==> src/rtl/pattern_tx.sv <==
`default_nettype none
// ============================================================================
// Module   : pattern_tx
// Purpose  : Serial bit-pattern transmitter. A pattern word, a length and a
//            repeat count are loaded through a valid/ready port, then shifted
//            out MSB-first one bit per clock. Running counts of transmitted
//            ones and of adjacent 1-1 pairs are kept for the current frame.
//
// Ports    : clk, rst        - clock, synchronous active-high reset
//            load_valid      - load request
//            load_ready      - high while idle; load accepted on valid&&ready
//            load_data       - pattern word, bits [len-1:0] are sent
//            load_len        - bits per repetition (clamped to WIDTH)
//            load_rep        - extra repetitions (total = load_rep + 1)
//            abort           - cancels the frame in progress
//            data_out        - serial bit (0 whenever bit_valid is 0)
//            bit_valid       - data_out carries a pattern bit
//            busy            - frame active (SHIFT or GAP)
//            done            - one-cycle pulse at frame completion
//            ones_cnt        - ones sent in current / most recent frame
//            pairs_cnt       - ones whose preceding sent bit was also a one
//
// Options  : PATTERN_TX_GAP_EN - when defined, one idle GAP cycle is inserted
//            between repetitions and it breaks 1-1 pair counting.
//
// Revision : 1.0 - initial release
// ============================================================================
module pattern_tx #(
    parameter int WIDTH = 16,
    parameter int LEN_W = 5,
    parameter int REP_W = 4
) (
    input  logic                   clk,
    input  logic                   rst,
    input  logic                   load_valid,
    output logic                   load_ready,
    input  logic [WIDTH-1:0]       load_data,
    input  logic [LEN_W-1:0]       load_len,
    input  logic [REP_W-1:0]       load_rep,
    input  logic                   abort,
    output logic                   data_out,
    output logic                   bit_valid,
    output logic                   busy,
    output logic                   done,
    output logic [LEN_W+REP_W-1:0] ones_cnt,
    output logic [LEN_W+REP_W-1:0] pairs_cnt
);

    // Bit index only has to address WIDTH positions.
    localparam int c_IDX_W = (WIDTH > 1) ? $clog2(WIDTH) : 1;
    localparam int c_CNT_W = LEN_W + REP_W;

    localparam logic [1:0] c_ST_IDLE  = 2'd0;
    localparam logic [1:0] c_ST_SHIFT = 2'd1;
    localparam logic [1:0] c_ST_GAP   = 2'd2;

    // State entered when a repetition ends and more repetitions remain.
`ifdef PATTERN_TX_GAP_EN
    localparam logic [1:0] c_ST_REP_NEXT = c_ST_GAP;
`else
    localparam logic [1:0] c_ST_REP_NEXT = c_ST_SHIFT;
`endif

    // ------------------------------------------------------------------
    // Registers
    // ------------------------------------------------------------------
    logic [1:0]         r_state;
    logic [WIDTH-1:0]   r_data;       // shadow copy of the pattern
    logic [c_IDX_W-1:0] r_len_m1;     // len-1, reload value of the index
    logic [c_IDX_W-1:0] r_idx;        // index of the bit currently on data_out
    logic [REP_W-1:0]   r_rep_left;   // repetitions still to start
    logic               r_prev;       // previous sent bit, for pair counting
    logic [c_CNT_W-1:0] r_ones;
    logic [c_CNT_W-1:0] r_pairs;
    logic               r_data_out;
    logic               r_bit_valid;
    logic               r_busy;
    logic               r_done;
    logic               r_load_ready;

    // ------------------------------------------------------------------
    // Combinational signals
    // ------------------------------------------------------------------
    logic [1:0]         w_state_nxt;
    logic [LEN_W-1:0]   w_len_clamp;
    logic [c_IDX_W-1:0] w_len_m1_idx;
    logic [c_IDX_W-1:0] w_idx_dec;
    logic               w_accept;
    logic               w_shift_nxt;  // a pattern bit is presented next cycle
    logic               w_bit_nxt;    // that bit's value
    logic               w_prev_clr;   // entering a gap: forget previous bit
    logic               w_done_nxt;
    logic [c_IDX_W-1:0] w_idx_nxt;
    logic [REP_W-1:0]   w_rep_nxt;

    assign w_len_clamp  = (load_len > LEN_W'(WIDTH)) ? LEN_W'(WIDTH) : load_len;
    // For len==0 this wraps; the value is then never used to fetch a bit.
    assign w_len_m1_idx = c_IDX_W'(w_len_clamp - LEN_W'(1));
    assign w_idx_dec    = r_idx - 1'b1;
    assign w_accept     = (r_state == c_ST_IDLE) && load_valid;

    // ------------------------------------------------------------------
    // FSM: state register
    // ------------------------------------------------------------------
    always_ff @(posedge clk) begin
        if (rst) begin
            r_state <= c_ST_IDLE;
        end else begin
            r_state <= w_state_nxt;
        end
    end

    // ------------------------------------------------------------------
    // FSM: next-state logic
    // ------------------------------------------------------------------
    always_comb begin
        w_state_nxt = r_state;
        case (r_state)
            c_ST_IDLE: begin
                // A zero-length load finishes without leaving IDLE.
                if (load_valid && (w_len_clamp != '0)) begin
                    w_state_nxt = c_ST_SHIFT;
                end
            end
            c_ST_SHIFT: begin
                if (abort) begin
                    w_state_nxt = c_ST_IDLE;
                end else if (r_idx == '0) begin
                    if (r_rep_left != '0) begin
                        w_state_nxt = c_ST_REP_NEXT;
                    end else begin
                        w_state_nxt = c_ST_IDLE;
                    end
                end
            end
            c_ST_GAP: begin
                w_state_nxt = abort ? c_ST_IDLE : c_ST_SHIFT;
            end
            default: begin
                w_state_nxt = c_ST_IDLE;
            end
        endcase
    end

    // ------------------------------------------------------------------
    // FSM: output / datapath decode. Every output is registered, so this
    // block works out what the outputs must show in the *next* cycle.
    // ------------------------------------------------------------------
    always_comb begin
        w_shift_nxt = 1'b0;
        w_bit_nxt   = 1'b0;
        w_prev_clr  = 1'b0;
        w_done_nxt  = 1'b0;
        w_idx_nxt   = r_idx;
        w_rep_nxt   = r_rep_left;
        case (r_state)
            c_ST_IDLE: begin
                if (load_valid) begin
                    w_idx_nxt = w_len_m1_idx;
                    w_rep_nxt = load_rep;
                    if (w_len_clamp != '0) begin
                        w_shift_nxt = 1'b1;
                        w_bit_nxt   = load_data[w_len_m1_idx];
                    end else begin
                        w_done_nxt  = 1'b1;
                    end
                end
            end
            c_ST_SHIFT: begin
                if (!abort) begin
                    if (r_idx != '0) begin
                        w_idx_nxt   = w_idx_dec;
                        w_shift_nxt = 1'b1;
                        w_bit_nxt   = r_data[w_idx_dec];
                    end else if (r_rep_left != '0) begin
`ifdef PATTERN_TX_GAP_EN
                        // Repetition reload happens on leaving GAP.
                        w_prev_clr  = 1'b1;
`else
                        w_idx_nxt   = r_len_m1;
                        w_rep_nxt   = r_rep_left - 1'b1;
                        w_shift_nxt = 1'b1;
                        w_bit_nxt   = r_data[r_len_m1];
`endif
                    end else begin
                        w_done_nxt  = 1'b1;
                    end
                end
            end
            c_ST_GAP: begin
                if (!abort) begin
                    w_idx_nxt   = r_len_m1;
                    w_rep_nxt   = r_rep_left - 1'b1;
                    w_shift_nxt = 1'b1;
                    w_bit_nxt   = r_data[r_len_m1];
                end
            end
            default: begin
                w_shift_nxt = 1'b0;
            end
        endcase
    end

    // ------------------------------------------------------------------
    // Shadow registers, counters and registered outputs
    // ------------------------------------------------------------------
    always_ff @(posedge clk) begin
        if (rst) begin
            r_data       <= '0;
            r_len_m1     <= '0;
            r_idx        <= '0;
            r_rep_left   <= '0;
            r_prev       <= 1'b0;
            r_ones       <= '0;
            r_pairs      <= '0;
            r_data_out   <= 1'b0;
            r_bit_valid  <= 1'b0;
            r_busy       <= 1'b0;
            r_done       <= 1'b0;
            r_load_ready <= 1'b1;
        end else begin
            r_idx        <= w_idx_nxt;
            r_rep_left   <= w_rep_nxt;
            r_data_out   <= w_shift_nxt & w_bit_nxt;
            r_bit_valid  <= w_shift_nxt;
            r_busy       <= (w_state_nxt != c_ST_IDLE);
            r_load_ready <= (w_state_nxt == c_ST_IDLE);
            r_done       <= w_done_nxt;

            if (w_accept) begin
                r_data   <= load_data;
                r_len_m1 <= w_len_m1_idx;
            end

            // Counters include the bit being presented next cycle, so
            // they always describe every bit already put on data_out.
            if (w_accept) begin
                r_ones  <= c_CNT_W'(w_bit_nxt);
                r_pairs <= '0;
                r_prev  <= w_bit_nxt;
            end else if (w_shift_nxt) begin
                r_ones  <= r_ones + c_CNT_W'(w_bit_nxt);
                r_pairs <= r_pairs + c_CNT_W'(w_bit_nxt & r_prev);
                r_prev  <= w_bit_nxt;
            end else if (w_prev_clr) begin
                r_prev  <= 1'b0;
            end
        end
    end

    assign load_ready = r_load_ready;
    assign data_out   = r_data_out;
    assign bit_valid  = r_bit_valid;
    assign busy       = r_busy;
    assign done       = r_done;
    assign ones_cnt   = r_ones;
    assign pairs_cnt  = r_pairs;

endmodule
`default_nettype wire

==> config.mk <==
export PLATFORM = sky130hd
export DESIGN_NAME = pattern_tx
export DESIGN_NICKNAME = d
export VERILOG_FILES = /design/src/rtl/pattern_tx.sv
export SDC_FILE = /design/constraint.sdc
export NUM_CORES = 1
export LEC_CHECK = 0
export CORE_UTILIZATION = 50
export CTS_CLUSTER_DIAMETER = 40
export DETAILED_ROUTE_END_ITERATION = 16
export PLACE_DENSITY = 0.78
export SLEW_MARGIN = 10
export SYNTH_ARGS = -nofsm -noshare
export SYNTH_HDL_FRONTEND = slang
export SYNTH_SLANG_ARGS = --single-unit
==> constraint.sdc <==
create_clock -name clk -period 4.8 [get_ports clk]
set_input_delay 0.96 -clock clk [delete_from_list [all_inputs] [get_ports clk]]
set_output_delay 0.96 -clock clk [all_outputs]
set_load 0.05 [all_outputs]
==> impl_results.html, run 1 <==
<table>
<tr><th>Metric</th><th>Value</th></tr>
<tr><th colspan="2">Status</th></tr>
<tr><td>Outcome</td><td>finished clean</td></tr>
<tr><th colspan="2">Drt</th></tr>
<tr><td>Final WL</td><td>about 7.3 mm</td></tr>
<tr><td>Number of DRC markers after the initial detailed-route iteration</td><td>between 100 and 150</td></tr>
<tr><td>Via-per-instance ratio</td><td>~5.8</td></tr>
<tr><td>Vias after detailed routing</td><td>approximately 2900</td></tr>
<tr><td>Remaining number of nets flagged by the antenna check after routing</td><td>0</td></tr>
<tr><td>WL per Instance</td><td>about 15 um</td></tr>
<tr><td>Count of unresolved DRC violations after routing</td><td>0</td></tr>
<tr><td>Number of iterations in the first detailed-routing pass</td><td>4</td></tr>
<tr><th colspan="2">Job</th></tr>
<tr><td>Number of max-cap violations</td><td>0</td></tr>
<tr><th colspan="2">Timing</th></tr>
<tr><td>Share of the clock period used by the worst path</td><td>0.876</td></tr>
<tr><td>Total negative setup slack</td><td>0 ns</td></tr>
<tr><td>Worst rel slew slack</td><td>0.447</td></tr>
<tr><td># setup viols final</td><td>0</td></tr>
<tr><td>Slack of the critical path</td><td>0.596 ns</td></tr>
<tr><td>Setup Skew</td><td>0.00756 ns</td></tr>
<tr><td>Number of max-slew violations in the final report</td><td>0</td></tr>
<tr><td>Actual transition at the worst max-transition pin</td><td>0.829 ns</td></tr>
<tr><td>WHS</td><td>between 0.4 and 0.5 ns</td></tr>
<tr><td>Unrepaired setup endpoints after global routing</td><td>no</td></tr>
<tr><td>Number of hold violations in the final report</td><td>0</td></tr>
<tr><td>Max Clk Rate</td><td>about 240 MHz</td></tr>
<tr><td>Post-route minimum period</td><td>4.20 ns</td></tr>
<tr><th colspan="2">Floorplanning</th></tr>
<tr><td>Top-level I/O count</td><td>52</td></tr>
<tr><td>Floorplan row count</td><td>28</td></tr>
<tr><td>Starting density of the core</td><td>0.521</td></tr>
<tr><td>Die W</td><td>80.6 um</td></tr>
<tr><td>Die Ht</td><td>80.6 um</td></tr>
<tr><td>Core Area</td><td>0.00592 mm^2</td></tr>
<tr><td>Die Footprint</td><td>0.00649 mm^2</td></tr>
<tr><th colspan="2">CTS</th></tr>
<tr><td>Hold-fix buffers, CTS</td><td>0</td></tr>
<tr><td>TritonCTS buffer count</td><td>5</td></tr>
<tr><td>Root buf cell</td><td>clkbuf_8</td></tr>
<tr><td>Clock-pin slew of the registers on the worst-case setup and hold paths</td><td>0.10 ns</td></tr>
<tr><td># clock sinks</td><td>54</td></tr>
<tr><td>CTS max path bufs</td><td>2</td></tr>
<tr><td>Number of gates resized after cts</td><td>0</td></tr>
<tr><td>Buffers inserted by post-CTS timing repair</td><td>0</td></tr>
<tr><td>H-tree levels</td><td>2</td></tr>
<tr><td>Latest clock arrival within the worst-skew pair</td><td>0.30 ns</td></tr>
<tr><td>Clock tree from TritonCTS</td><td>yes</td></tr>
<tr><th colspan="2">Min path</th></tr>
<tr><td>Path type of the worst min-delay path</td><td>register to register</td></tr>
<tr><th colspan="2">Finish</th></tr>
<tr><td>Final nets</td><td>roughly 460</td></tr>
<tr><td>FILL cells</td><td>between 500 and 600</td></tr>
<tr><td>Antenna diode count</td><td>0</td></tr>
<tr><td>Most common library cell in the layout ignoring fill and taps</td><td>nand2_1</td></tr>
<tr><td>Count of placed standard cells in the final layout, fillers left out</td><td>between 400 and 500</td></tr>
<tr><td>Most used cells in the layout excluding fill and tap cells</td><td>66 x nand2_1, 54 x dfxtp_1, 51 x clkdlybuf4s50_1</td></tr>
<tr><td>Share of layout cells above drive strength 1</td><td>0.0714</td></tr>
<tr><td>Area of the multi-input gates</td><td>0.00186 mm^2</td></tr>
<tr><td>Final instance area</td><td>between 0.003 and 0.004 mm^2</td></tr>
<tr><td>Final core area utilization</td><td>0.623</td></tr>
<tr><td>Layout Area Growth over Synthesis</td><td>19.5%</td></tr>
<tr><td>Sequential cell area</td><td>0.00108 mm^2</td></tr>
<tr><th colspan="2">Place</th></tr>
<tr><td>Number of buffers inserted by port buffering</td><td>between 50 and 60</td></tr>
<tr><td>Estimated wirelength of the detail-placed design</td><td>5.28 mm</td></tr>
<tr><td>Placed cell areas</td><td>0.00361 mm^2</td></tr>
<tr><td>Post-placement cell count</td><td>488</td></tr>
<tr><td>Pre-CTS setup slack</td><td>between 0.2 and 0.25 ns</td></tr>
<tr><td>Global placement routability congestion</td><td>0.871</td></tr>
<tr><th colspan="2">Setup path</th></tr>
<tr><td>Kind of end point of the critical path</td><td>register</td></tr>
<tr><td>Required time of the critical path</td><td>4.98 ns</td></tr>
<tr><td>Critical Path Fanout Max</td><td>17</td></tr>
<tr><td>Arrival time reported for the critical path endpoint</td><td>4.38 ns</td></tr>
<tr><td>Category of the most critical setup path</td><td>input pin to register</td></tr>
<tr><td>Critical path launch point type</td><td>input pin</td></tr>
<tr><th colspan="2">Yosys</th></tr>
<tr><td>Fraction of the yosys area taken by sequential cells</td><td>0.350</td></tr>
<tr><td>Synth area leaders</td><td>dfxtp_1 35%, nand2_1 8.0%, a21oi_1 6.2%</td></tr>
<tr><td>Most used DFF post-synth</td><td>dfxtp_1</td></tr>
<tr><td>Synth cell types</td><td>51</td></tr>
<tr><td>FF+latch count, synth</td><td>54</td></tr>
<tr><td>Cell type contributing the most total cell area after synthesis</td><td>dfxtp_1</td></tr>
<tr><td>Proportion of netlist area held by the largest area contributor</td><td>0.350</td></tr>
<tr><td>Synth Warn #</td><td>0</td></tr>
<tr><td>Netlist Area Pre-Place</td><td>0.00309 mm^2</td></tr>
<tr><td>Syn_nets</td><td>421</td></tr>
<tr><td>Asr flop ratio synth</td><td>0</td></tr>
<tr><td>Syn avg cell area</td><td>8.08 um^2</td></tr>
<tr><td>Number of enable-type register cells in the synthesized netlist</td><td>0</td></tr>
<tr><td>Count of mapped cells out of synthesis</td><td>382</td></tr>
<tr><th colspan="2">Power</th></tr>
<tr><td>Max rail drop VDD</td><td>~0.14 mV</td></tr>
<tr><td>PD cells</td><td>295 mW/mm^2</td></tr>
<tr><td>Leakage dissipation</td><td>about 1.3 nW</td></tr>
<tr><td>Final Power</td><td>1.09 mW</td></tr>
<tr><th colspan="2">Global routing</th></tr>
<tr><td>Total Routing Usage GR</td><td>0.238</td></tr>
<tr><td>Number of antenna violations at the first check in global routing</td><td>0</td></tr>
<tr><td>Aggregate global routing overflow</td><td>0</td></tr>
<tr><td>Number of global-route vias before repair</td><td>~2700</td></tr>
<tr><td>Largest net degree at the start of global routing</td><td>38</td></tr>
<tr><td>Wire length of the first global-routing pass</td><td>approximately 12 mm</td></tr>
</table>
routing by layer:
layer	up-vias	GRT usage	part of all wire
met4	0	0.0750	0.014
met1	1335	0.313	0.47
met3	12	0.0398	0.037
met2	78	0.394	0.48
met5	-	0	0
li1	1426	-	-
worst paths after layout:
check,startpoint,to,slack (ns),cells past startpoint
max,load_len[1],pairs_cnt[8],0.60,14
min,r_data[14],r_data[14],0.48,2
max reg2reg,r_idx[0],pairs_cnt[8],0.82,15
min reg2reg,r_data[14],r_data[14],0.48,2
report_power, final:
| part | internal (mW) | switching (mW) |
|---|---|---|
| Sequential | 0.478 | 0.0344 |
| Combinational | 0.141 | 0.184 |
| Clock | 0.101 | 0.151 |
synthesized netlist by cell type (2+ instances only):
master,n
a21o_1,6
nor4_1,5
nand2b_1,2
or3_1,3
and2_1,3
mux4_2,6
xnor2_1,6
ha_1,10
mux2i_1,4
or4_1,3
o2111ai_1,5
nor2_1,36
o31ai_1,3
o211ai_1,3
nor3_1,15
nand3b_1,5
a21boi_0,2
a211oi_1,4
a2111oi_0,2
nand3_1,10
nand2_1,66
a211o_1,2
nor3b_1,7
nand4_1,4
buf_2,6
mux2_2,5
o31a_1,2
clkbuf_1,15
xor2_1,8
or2_2,2
o22ai_1,2
inv_1,11
a21oi_1,38
nor2b_1,3
dfxtp_1,54
o21ai_0,9
sequential cells by signal (all words and copies together) (netlist names):
name and flops:
pairs_cnt 9, data_out 1, r_len_m1 4, busy 1, r_state 2, r_rep_left 4
load_ready 1, r_prev 1, r_data 16, r_idx 4, bit_valid 1, ones_cnt 9
done 1
worst max-delay path, stage by stage:
cell and delay, ns:
clkdlybuf4s50_1 0.70, o31a_1 0.41, nor3_1 0.38, o21ai_0 0.17, o32a_1 0.24, a211oi_4 0.43
nor2_2 0.08, and2_1 0.17, ha_1 0.23, ha_1 0.24, nand3_1 0.10, nor4_1 0.06
xnor2_1 0.15, nor2_1 0.05
cell families after synthesis:
logic type,after synthesis,share of synthesized area
adder cells (fa/ha/maj),10,0.0405
buffers and inverters,34,0.0482
flip-flops,54,0.350
AND/OR/NAND/NOR,168,0.256
multiplexers,16,0.0786
XOR/XNOR,15,0.0450
AO/OA/AOI/OAI,85,0.182
area by class of cell:
class | instances | area share
Multi-Input combinational cell | 294 | 0.503
Sequential cell | 54 | 0.293
Timing Repair Buffer | 54 | 0.145
Tap cell | 75 | 0.0254
Clock buffer | 5 | 0.0187
Inverter | 11 | 0.0112
Clock inverter | 2 | 0.00373
No activity file was read; power rests on OpenSTA's default activity.
==> run 2: changes to the inputs <==
Settings changed: CORE_MARGIN set to 2.
==> run 2 against run 1 <==
  * Combinational power rose by 1%
  * First-iteration DRC count rose by 120%
  * Sequential power barely moved
  * Die area rose by 5.0%
  * Sequential share of layout area fell by 0.30 points
  * Clock skew rose by 0.0045 ns
  * Cell count rose by 0.20%
  * Count of clock-buffer cells in the layout rose by 1
  * Largest cell class unchanged
==> impl_results.html, run 2 (synthesis gave the netlist of run 1 again) <==
<table>
<tr><th>Metric</th><th>Value</th></tr>
<tr><th colspan="2">Finish</th></tr>
<tr><td>Register with the most flip-flops</td><td>r_data (unchanged)</td></tr>
<tr><td>Most used cells in the layout excluding fill and tap cells</td><td>66 x nand2_1, 54 x dfxtp_1, 51 x clkdlybuf4s50_1 (unchanged)</td></tr>
<tr><td>Layout Area Growth over Synthesis</td><td>20.8% (was 19.5%)</td></tr>
<tr><td>Most common library cell in the layout ignoring fill and taps</td><td>nand2_1 (unchanged)</td></tr>
<tr><td>Antenna diode count</td><td>0 (unchanged)</td></tr>
<tr><td>Final instance area</td><td>0.00373 mm^2 (was 0.00369 mm^2)</td></tr>
<tr><td>Final nets</td><td>459 (unchanged)</td></tr>
<tr><td>Number of flip-flops under the largest register name</td><td>16 (unchanged)</td></tr>
<tr><td>Share of layout cells above drive strength 1</td><td>0.0736 (was 0.0714)</td></tr>
<tr><th colspan="2">Timing</th></tr>
<tr><td>Total negative setup slack</td><td>0 ns (unchanged)</td></tr>
<tr><td>Max Clk Rate</td><td>237 MHz (was 238 MHz)</td></tr>
<tr><td>Actual transition at the worst max-transition pin</td><td>0.865 ns (was 0.829 ns)</td></tr>
<tr><td>Slack of the critical path</td><td>0.583 ns (was 0.596 ns)</td></tr>
<tr><td>Share of the clock period used by the worst path</td><td>0.879 (was 0.876)</td></tr>
<tr><td># setup viols final</td><td>0 (unchanged)</td></tr>
<tr><td>Post-route minimum period</td><td>4.22 ns (was 4.20 ns)</td></tr>
<tr><td>Worst rel slew slack</td><td>0.423 (was 0.447)</td></tr>
<tr><td>Unrepaired setup endpoints after global routing</td><td>no (unchanged)</td></tr>
<tr><td>Number of max-slew violations in the final report</td><td>0 (unchanged)</td></tr>
<tr><td>Setup Skew</td><td>0.0121 ns (was 0.00756 ns)</td></tr>
<tr><td>Number of hold violations in the final report</td><td>0 (unchanged)</td></tr>
<tr><th colspan="2">Power</th></tr>
<tr><td>PD cells</td><td>313 mW/mm^2 (was 295 mW/mm^2)</td></tr>
<tr><td>Leakage dissipation</td><td>1.34 nW (was 1.32 nW)</td></tr>
<tr><td>Max rail drop VDD</td><td>0.163 mV (was 0.144 mV)</td></tr>
<tr><th colspan="2">Floorplanning</th></tr>
<tr><td>Core Area</td><td>0.00596 mm^2 (was 0.00592 mm^2)</td></tr>
<tr><td>Die Ht</td><td>82.6 um (was 80.6 um)</td></tr>
<tr><td>Die W</td><td>82.6 um (was 80.6 um)</td></tr>
<tr><td>Top-level I/O count</td><td>52 (unchanged)</td></tr>
<tr><td>Starting density of the core</td><td>0.518 (was 0.521)</td></tr>
<tr><td>Floorplan row count</td><td>28 (unchanged)</td></tr>
<tr><td>Die Footprint</td><td>0.00682 mm^2 (was 0.00649 mm^2)</td></tr>
<tr><th colspan="2">Setup path</th></tr>
<tr><td>Kind of end point of the critical path</td><td>register (unchanged)</td></tr>
<tr><td>Arrival time reported for the critical path endpoint</td><td>4.41 ns (was 4.38 ns)</td></tr>
<tr><td>Critical Path Fanout Max</td><td>17 (unchanged)</td></tr>
<tr><td>Worst reg2reg path startpoint</td><td>r_idx[0] (unchanged)</td></tr>
<tr><td>Category of the most critical setup path</td><td>input pin to register (unchanged)</td></tr>
<tr><td>Critical path launch point type</td><td>input pin (unchanged)</td></tr>
<tr><td>Required time of the critical path</td><td>4.99 ns (was 4.98 ns)</td></tr>
<tr><td>Setup crit start</td><td>load_len[1] (unchanged)</td></tr>
<tr><th colspan="2">CTS</th></tr>
<tr><td># clock sinks</td><td>54 (unchanged)</td></tr>
<tr><td>Root buf cell</td><td>clkbuf_8 (unchanged)</td></tr>
<tr><td>Latest clock arrival within the worst-skew pair</td><td>0.31 ns (was 0.30 ns)</td></tr>
<tr><td>Number of gates resized after cts</td><td>0 (unchanged)</td></tr>
<tr><td>Clock tree from TritonCTS</td><td>yes (unchanged)</td></tr>
<tr><td>Hold-fix buffers, CTS</td><td>0 (unchanged)</td></tr>
<tr><td>CTS max path bufs</td><td>2 (unchanged)</td></tr>
<tr><td>TritonCTS buffer count</td><td>5 (unchanged)</td></tr>
<tr><td>Buffers inserted by post-CTS timing repair</td><td>0 (unchanged)</td></tr>
<tr><td>Clock-pin slew of the registers on the worst-case setup and hold paths</td><td>0.10 ns (about the same)</td></tr>
<tr><td>H-tree levels</td><td>2 (unchanged)</td></tr>
<tr><th colspan="2">Global routing</th></tr>
<tr><td>Wire length of the first global-routing pass</td><td>12.6 mm (was 12.2 mm)</td></tr>
<tr><td>Total Routing Usage GR</td><td>0.236 (was 0.238)</td></tr>
<tr><td>Largest net degree at the start of global routing</td><td>38 (unchanged)</td></tr>
<tr><td>Highest-utilization routing layer at the global route stage</td><td>met2 (unchanged)</td></tr>
<tr><td>Met3 capacity usage during global routing</td><td>0.0391 (was 0.0398)</td></tr>
<tr><td>Met1 Use GR</td><td>0.320 (was 0.313)</td></tr>
<tr><td>Met2 global-route usage</td><td>0.390 (was 0.394)</td></tr>
<tr><td>Aggregate global routing overflow</td><td>0 (unchanged)</td></tr>
<tr><td>Number of antenna violations at the first check in global routing</td><td>0 (unchanged)</td></tr>
<tr><td>Number of global-route vias before repair</td><td>2739 (was 2668)</td></tr>
<tr><th colspan="2">Drt</th></tr>
<tr><td>Count of unresolved DRC violations after routing</td><td>0 (unchanged)</td></tr>
<tr><td>Number of iterations in the first detailed-routing pass</td><td>4 (unchanged)</td></tr>
<tr><td>Via-per-instance ratio</td><td>5.81 (was 5.76)</td></tr>
<tr><td>WL per Instance</td><td>14.9 um (was 14.7 um)</td></tr>
<tr><td>Number of DRC markers after the initial detailed-route iteration</td><td>227 (was 101)</td></tr>
<tr><td>Final WL</td><td>7.40 mm (was 7.28 mm)</td></tr>
<tr><td>Remaining number of nets flagged by the antenna check after routing</td><td>0 (unchanged)</td></tr>
<tr><td>Vias after detailed routing</td><td>2882 (was 2851)</td></tr>
<tr><th colspan="2">Place</th></tr>
<tr><td>Estimated wirelength of the detail-placed design</td><td>5.33 mm (was 5.28 mm)</td></tr>
<tr><td>Placed cell areas</td><td>0.00361 mm^2 (unchanged)</td></tr>
<tr><td>Global placement routability congestion</td><td>0.870 (was 0.871)</td></tr>
<tr><td>Number of buffers inserted by port buffering</td><td>51 (unchanged)</td></tr>
<tr><td>Pre-CTS setup slack</td><td>0.290 ns (was 0.249 ns)</td></tr>
<tr><th colspan="2">Status</th></tr>
<tr><td>Outcome</td><td>finished clean (unchanged)</td></tr>
<tr><th colspan="2">Job</th></tr>
<tr><td>Number of max-cap violations</td><td>0 (unchanged)</td></tr>
<tr><th colspan="2">Min path</th></tr>
<tr><td>Min-Delay Startpoint</td><td>r_data[12] (was r_data[14])</td></tr>
<tr><td>Path type of the worst min-delay path</td><td>register to register (unchanged)</td></tr>
</table>
==> run 2: changes by cell type in the layout (fill, tap and decap cells not counted) <==
cell / delta
clkbuf_8: +1
bufinv_16: +1
clkinv_2: -1
==> run 2: layout make-up <==
type	count	area, um^2
clock inverter	2	38.8
sequential	54	1080
clock buffer	6	82.6
multi-input combinational	294	1860
fill	558	2230
timing repair buffer	54	533
tap	75	93.8
inverter	11	41.3
==> run 2: where the power goes <==
group	internal, mW	switching, mW	leakage (nW)
Combinational	0.141	0.188	0.833
Clock	0.172	0.154	0.0618
Sequential	0.478	0.0337	0.441
Total	0.791	0.375	1.34
==> run 2: path summary, 6_finish.rpt <==
kind / slack [ns] / cells past startpoint / to
min: 0.48 / 2 / r_data[12]
max: 0.58 / 14 / pairs_cnt[8]
max reg2reg: 0.83 / 15 / pairs_cnt[8]
min reg2reg: 0.48 / 2 / r_data[12]
==> run 2: layer usage <==
metal,vias up,wire [um],share of wire
met3,8,442,0.060
met1,1357,3410,0.46
met5,-,0,0
met2,92,3460,0.47
li1,1425,-,-
met4,0,95,0.013
==> run 2: critical path, cell delays in order <==
cell             delay [ns]
clkdlybuf4s50_1        0.84
o21ai_0                0.20
a21o_1                 0.19
a2111oi_0              0.50
o32a_1                 0.32
a211oi_4               0.12
nor2_2                 0.14
and2_1                 0.14
ha_1                   0.22
ha_1                   0.24
nand3_1                0.09
nor4_1                 0.24
xnor2_1                0.16
nor2_1                 0.05
==> run 2: per-stage QoR <==
stage	util	hold WS (ns)	total power [mW]	cells
detailed placement	0.605	0.463	0.846	488
floorplan	-	0.441	0.760	382
CTS	0.626	0.476	1.17	496
finish	0.626	0.475	1.17	496
global placement	0.605	0.456	0.839	488
global route	0.626	0.499	1.22	496
==> edit, RTL diff (config.mk and constraints of run 2) <==
Change the parameter `WIDTH` from 16 to 32.
--- a/src/rtl/pattern_tx.sv
+++ b/src/rtl/pattern_tx.sv
@@ -26,7 +26,7 @@
 // Revision : 1.0 - initial release
 // ============================================================================
 module pattern_tx #(
-    parameter int WIDTH = 16,
+    parameter int WIDTH = 32,
     parameter int LEN_W = 5,
     parameter int REP_W = 4
 ) (
Interface: changed (resized load_data); port bits go from 52 to 68. The function was not compared with the original's and may differ.
==> edit against run 2 <==
Sequential cell count rose by 18. Sequential power increased by 32%. Routed wire length is 8.6% higher. Fmax up 16%. Total power increased by 27%. Area after synthesis rose by 21%. Final area rose by 22%. Setup slack improved by 0.58 ns. Critical endpoint unchanged. Largest cell class unchanged. Largest power group unchanged. Highest routed layer unchanged.
==> edit: results (changes against run 2) <==
Port buffer count: 62 (was 51)
Routed vias: 3225 (was 2882)
GR Layer Usage met3: 0.0401 (was 0.0391)
WL per Instance: 13.7 µm (was 14.9 µm)
Synth Area in Compound Gates: 0.159 (was 0.182)
Met3 WL post-DR: 324 µm (was 442 µm)
Post-synth top cells: 90 x nand2_1, 72 x dfxtp_1, 51 x a21oi_1 (was 66 x nand2_1, 54 x dfxtp_1, 38 x a21oi_1)
Clk_lat worst skew: 0.35 ns (was 0.31 ns)
Layout cells sized above 1: 0.103 (was 0.0736)
Critical setup path kind: reg -> reg (was in -> reg)
Reg clk slew, reported paths: 0.08 ns (was 0.10 ns)
Grt met1 use: 0.243 (was 0.320)
Max FFs per register: 32 (was 16)
Fin nets: 536 (was 459)
Gr usage total: 0.203 (was 0.236)
Critical Path Max Stage Delay: 0.48 ns (was 0.84 ns)
First-pass GRT wire length: 13700 µm (was 12600 µm)
Layout non-clock buf frac: 0.140 (was 0.143)
Critical R2R Launch: r_idx[1] (was r_idx[0])
Routed length on met2: 3990 µm (was 3460 µm)
VDD IR max: 0.000156 V (was 0.000163 V)
Hold Crit Start: r_data[6] (was r_data[12])
H-tree levels: 3 (was 2)
Fill count: 635 (was 558)
Status: complete, no violations (unchanged)
Routability cong.: 0.832 (was 0.870)
Worst Path Arrival: 3.87 ns (was 4.41 ns)
Worst Skew: 0.0116 ns (was 0.0121 ns)
Synth Area in Adders: 0.0365 (was 0.0405)
Clk power: 0.439 mW (was 0.326 mW)
Inverters: 22 (was 11)
Combinational power: 0.360 mW (was 0.328 mW)
Clk cell area share: 0.0401 (was 0.0326)
Pin count of the biggest net entering global routing: 54 (was 38)
Synth top area cells: dfxtp_1 39%, nand2_1 9.0%, a21oi_1 6.8% (was dfxtp_1 35%, nand2_1 8.0%, a21oi_1 6.2%)
Family with the most delay on the worst path: adder cells (was compound AO/OA/AOI/OAI gates)
Post-synthesis sequential area ratio: 0.386 (was 0.350)
[edit: cell types whose count changed after synthesis, sizes merged, moves of 6 or more]
cell   change
a21oi     +14
dfxtp     +18
inv        +8
mux2       -6
mux4      +11
nand2     +25
nor3      -14
xnor2      -6
[edit: stage by stage]
step / cell area, µm² / setup WS [ns] / power [mW] / hold WS (ns) / cells
3_3_place_gp: 4380 / 1.19 / 1.04 / 0.450 / 569
6_report: 4560 / 1.17 / 1.48 / 0.470 / 585
5_1_grt: 4560 / 0.918 / 1.55 / 0.485 / 585
4_1_cts: 4560 / 1.17 / 1.49 / 0.471 / 585
3_5_place_dp: 4380 / 1.17 / 1.05 / 0.461 / 569
2_1_floorplan: 3740 / 1.31 / 0.951 / 0.441 / 430
[edit: final timing paths]
kind | end | slack (ns) | cells after the start
worst max-delay path | pairs_cnt[8] | 1.17 | 14
worst min-delay path | r_data[6] | 0.47 | 2
worst max register to register | pairs_cnt[8] | 1.17 | 14
worst min register to register | r_data[6] | 0.47 | 2
